===== config.mk =====
export PLATFORM = sky130hd
export DESIGN_NAME = serial_add_ctrl
export DESIGN_NICKNAME = d
export VERILOG_FILES = /design/src/rtl/serial_add_ctrl.sv
export SDC_FILE = /design/constraint.sdc
export NUM_CORES = 1
export LEC_CHECK = 0
export BUFFER_PORTS_ARGS = -buffer_cell sky130_fd_sc_hd__buf_2
export CORE_MARGIN = 4
export CORE_UTILIZATION = 54
export CTS_BUF_LIST = sky130_fd_sc_hd__clkbuf_8 sky130_fd_sc_hd__clkbuf_16
export DETAILED_ROUTE_END_ITERATION = 10
export GPL_TIMING_DRIVEN = 0
export PLACE_DENSITY = 0.78
export REMOVE_ABC_BUFFERS = 1
export SLEW_MARGIN = 15
export SYNTH_ARGS = -nofsm -noshare
export SYNTH_HDL_FRONTEND = slang
export SYNTH_SLANG_ARGS = --single-unit

===== constraint.sdc =====
create_clock -name clk -period 1.7 [get_ports clk]
set_input_delay 0.17 -clock clk [delete_from_list [all_inputs] [get_ports clk]]
set_output_delay 0.17 -clock clk [all_outputs]
set_load 0.005 [all_outputs]

===== src/rtl/serial_add_ctrl.sv =====
// rtl/serial_add_ctrl.sv - bit-serial adder/subtractor with start/busy/done handshake
//
// Purpose: time-multiplexes one 1-bit full-adder stage across WIDTH-bit
// operands, LSB first, one bit per clock.
//
// Ports:
//   clk    in   rising-edge clock
//   rst_n  in   asynchronous active-low reset
//   start  in   request, sampled only in IDLE
//   sub    in   0 = a+b+c_in, 1 = a+~b+1 (c_in ignored)
//   a, b   in   WIDTH-bit operands, sampled with start
//   c_in   in   carry-in for add, sampled with start
//   busy   out  high while the serial computation runs
//   done   out  one-cycle pulse, result valid
//   sum    out  registered result, held until the next completion
//   c_out  out  carry out of bit WIDTH-1 (subtract: 1 = no borrow)

module serial_add_ctrl #(
  parameter int WIDTH = 8
) (
  input  logic             clk,
  input  logic             rst_n,
  input  logic             start,
  input  logic             sub,
  input  logic [WIDTH-1:0] a,
  input  logic [WIDTH-1:0] b,
  input  logic             c_in,
  output logic             busy,
  output logic             done,
  output logic [WIDTH-1:0] sum,
  output logic             c_out
);

  localparam int CW = (WIDTH > 1) ? $clog2(WIDTH) : 1;
  localparam logic [CW-1:0] LAST = CW'(WIDTH - 1);

  typedef enum logic [1:0] {IDLE, RUN, DONE} state_t;

  state_t           state;
  state_t           state_nxt;
  logic [WIDTH-1:0] a_sh;
  logic [WIDTH-1:0] b_sh;
  logic [WIDTH-1:0] res_sh;
  logic [WIDTH-1:0] res_nxt;
  logic             carry;
  logic [CW-1:0]    cnt;
  logic             s_bit;
  logic             co_bit;
  logic             last_step;

  // The single shared full-adder stage.
  assign {co_bit, s_bit} = {1'b0, a_sh[0]} + {1'b0, b_sh[0]} + {1'b0, carry};
  assign res_nxt   = {s_bit, res_sh[WIDTH-1:1]};
  assign last_step = (cnt == LAST);

  always_ff @(posedge clk or negedge rst_n) begin
    if (!rst_n) begin
      state <= IDLE;
    end else begin
      state <= state_nxt;
    end
  end

  always_comb begin
    state_nxt = state;
    case (state)
      IDLE:    if (start) state_nxt = RUN;
      RUN:     if (last_step) state_nxt = DONE;
      DONE:    state_nxt = IDLE;
      default: state_nxt = IDLE;
    endcase
  end

  // Moore outputs decoded from the registered state only.
  assign busy = (state == RUN);
  assign done = (state == DONE);

  always_ff @(posedge clk or negedge rst_n) begin
    if (!rst_n) begin
      a_sh   <= '0;
      b_sh   <= '0;
      res_sh <= '0;
      carry  <= 1'b0;
      cnt    <= '0;
      sum    <= '0;
      c_out  <= 1'b0;
    end else begin
      case (state)
        IDLE: begin
          if (start) begin
            a_sh   <= a;
            // Subtraction as a + ~b + 1: invert b and force carry-in to one.
            b_sh   <= sub ? ~b : b;
            carry  <= sub ? 1'b1 : c_in;
            cnt    <= '0;
            res_sh <= '0;
          end
        end
        RUN: begin
          res_sh <= res_nxt;
          a_sh   <= a_sh >> 1;
          b_sh   <= b_sh >> 1;
          carry  <= co_bit;
          cnt    <= cnt + 1'b1;
          if (last_step) begin
            sum   <= res_nxt;
            c_out <= co_bit;
          end
        end
        default: ;
      endcase
    end
  end

endmodule


==> run_results.csv <==
group,metric,value,unit
cts,post_cts_buffers,0,
setup_path,cp_max_fo,15,
die,die_h,63.3,um
grt,track_usage,0.175,
cts,htree_levels,2,
timing,min_period,1.60,ns
synthesis,syn_area,1650,um2
cts,cts_tree,"yes",
power_and_ir_drop,power_density,1760,nW/um2
timing,timing.final.crit_share,0.944,
synthesis,synth.distinct_cells,28,
die,start_util,0.584,
setup_path,cp_data_arrival_time,1.43,ns
timing,grt_setup_unrepaired,"no",
timing,relSlewSlack,0.463,
cts,root_buffer,"clkbuf_8",
setup_path,crit_type,"flop to output pin",
outcome,status,"finished clean",
synthesis,synth_warnings,0,
setup_path,reg2reg_setup_slack,0.12,ns
die,dieArea,4010,um2
run,drv_cap,0,
die,chipWidth,63.3,um
route,drt-wirelength-per-cell,15.7,um
setup_path,reg2reg_to,"sum[7]",
route,drt-total-wl,3000,um
layout,fillers,214,
cts,cts_buffer_depth,2,
die,io_pins,32,
timing,final_max_slew_viol_count,0,
cts,clkSinkCount,38,
timing,finalSetupViolCount,0,
layout,register_area,952,um2
synthesis,syn_area_per_cell,12.9,um2
setup_path,reg2reg_from,"state[1]",
min_path,worstHoldPathType,"primary input to flop",
grt,grt_pass1_vias,1225,
route,vias,1123,
synthesis,synth_seq_cells,38,
min_path,holdPathStages,2,
layout,drive_gt1_frac,0.281,
power_and_ir_drop,leakage,0.975,nW
grt,antenna_found_initial,0,
timing,hold_violations,0,
route,via_per_inst,5.88,
grt,grt_max_degree,39,
setup_path,cp-start-kind,"flop",
die,rows,19,
route,firstDrtPassIters,4,
cts,numCtsBuffers,5,
setup_path,critPathRequiredTime,1.53,ns
synthesis,netlist_instances,128,
min_path,min_to,"a_sh[7]",
placed_design,port_buffers,31,
die,core,2830,um2
route,drc,0,
synthesis,yosysTopAreaCell,"dfrtp_1",
layout,fin_util,0.690,
placed_design,globalplace.congestion,0.714,
timing,tightest_slew,0.805,ns
cts,insertion_delay,0.30,ns
setup_path,r2r_cells,3,
grt,grt_first_pass_wirelength,5380,um
setup_path,endpoint_kind,"output pin",
timing,fin_worst_skew,0.00736,ns
power_and_ir_drop,total_power,3.44,mW
synthesis,synth_top_area_share,0.576,
layout,nets,183,
layout,area_delta_synth_final,18.2,%
route,drt_iter0_markers,40,
route,ant_nets,0,
synthesis,ys_seq_area_frac,0.576,
layout,multi_input_area,651,um2
power_and_ir_drop,irDropWorstVdd,0.000838,V
grt,grt-ovfl-total,0,
placed_design,hpwlAfterDp,1990,um
synthesis,ys_top_cells_by_area,"dfrtp_1, mux2_1, a22o_1, a221o_1, a22oi_1",
min_path,worstHoldStart,"a[7]",
timing,fmax,623,MHz
cts,clk_pin_slew_worst_paths,0.08,ns
layout,antenna_cells,0,
## layout by cell type, fill, tap and decap left out
master	n
a22oi_1	7
xor2_1	6
and2b_4	1
a21oi_1	1
nand2b_1	1
mux2_2	1
nor2_1	3
dfrtp_2	1
dlygate4sd3_1	1
bufinv_16	2
a32o_1	1
o21ai_0	8
nand2b_4	1
nand2_1	8
a221o_1	7
xnor2_1	2
inv_1	2
a2bb2oi_1	1
a22o_1	10
ha_1	2
clkinv_4	1
mux2_1	9
nor3_1	2
fa_1	1
o21bai_4	1
dfrtp_1	37
clkbuf_8	5
buf_2	31
and3_1	5
nor2b_1	1
nand2_4	1
## how the worst max path moves through the flow
| stage | start | to | slack [ns] | cells past startpoint |
|---|---|---|---|---|
| final | state[1] | busy | 0.1 | 2 |
| after global routing | state[0] | a_sh[1] | 0.02 | 3 |
| after CTS | state[1] | busy | 0.09 | 2 |
| after detailed placement | state[0] | cnt[0] | -0.16 | 2 |
| after global placement | state[0] | cnt[0] | -0.13 | 2 |
| after floorplan | state[0] | cnt[0] | 0.21 | 2 |
## cell usage after synthesis
cell type	number
ha_1	2
inv_1	2
a32o_1	1
a2bb2oi_1	1
clkbuf_1	2
nand2b_4	1
buf_2	4
xnor2_1	2
buf_6	2
fa_1	1
o21ai_0	8
xor2_1	6
nand2b_1	1
mux2_2	1
and2b_4	1
a22oi_1	7
a22o_1	10
nand2_1	8
mux2_1	9
o21bai_2	1
a21oi_1	1
nor2_1	3
nand2_4	1
nor3_1	2
a221o_1	7
nor2b_1	1
and3_1	5
dfrtp_1	38
## worst max-delay path: stages (launching register included)
cell	delay, ns
dfrtp_1	0.54
and2b_4	0.45
buf_2	0.15
## where the power goes
| group | switching (mW) | internal [mW] |
|---|---|---|
| clock network | 0.328 | 0.588 |
| registers | 0.273 | 1.27 |
| logic | 0.446 | 0.528 |
| total | 1.05 | 2.39 |
## layer usage
layer  GRT usage  up-vias  share of wire
li1            -      531              -
met1       0.197      555           0.42
met2       0.291       31           0.49
met3      0.0728        6          0.067
met4      0.0728        0          0.020
met5           0        -              0
## cell families (layout without fill, tap and decap cells)
family / count (synthesis) / after routing / synth area share
AOI/OAI and AO/OA: 36 / 36 / 0.173
xor gates and xnor gates: 8 / 8 / 0.0424
adders and majority gates: 3 / 3 / 0.0273
buffers and inverters: 10 / 42 / 0.0349
DFF: 38 / 38 / 0.576
muxes: 10 / 10 / 0.0682
and+or+nand+nor: 23 / 23 / 0.0788
## repair_timing
item	CTS	global route
hold buffers	1	0
endpoints found under the hold margin	38	0
endpoints found under the setup margin	28	0
gates resized for setup	2	0
## area by class of cell
class,count,area share
Sequential cell,38,0.488
Tap cell,31,0.0199
Timing Repair Buffer,32,0.0846
Clock inverter,3,0.0353
Multi-Input combinational cell,80,0.333
Clock buffer,5,0.0353
Inverter,2,0.00385
## through the flow
stage / cell area, um2 / std cells / worst slack, ns / hold WS, ns / setup TNS [ns]
3_3_place_gp: 1800 / 182 / -0.134 / 0.297 / -2.13
2_1_floorplan: 1600 / 120 / 0.212 / -0.126 / 0
4_1_cts: 1950 / 191 / 0.0893 / 0.128 / 0
6_report: 1950 / 191 / 0.0950 / 0.133 / 0
3_5_place_dp: 1800 / 182 / -0.160 / 0.303 / -2.98
5_1_grt: 1950 / 191 / 0.0217 / 0.131 / 0
## flip-flops by register name, summed over array words and instances (netlist names)
signal / count
a_sh: 8
cnt: 3
state: 2
res_sh: 7
sum: 8
carry: 1
b_sh: 8
c_out: 1
Power figures use the tool's default switching activity.
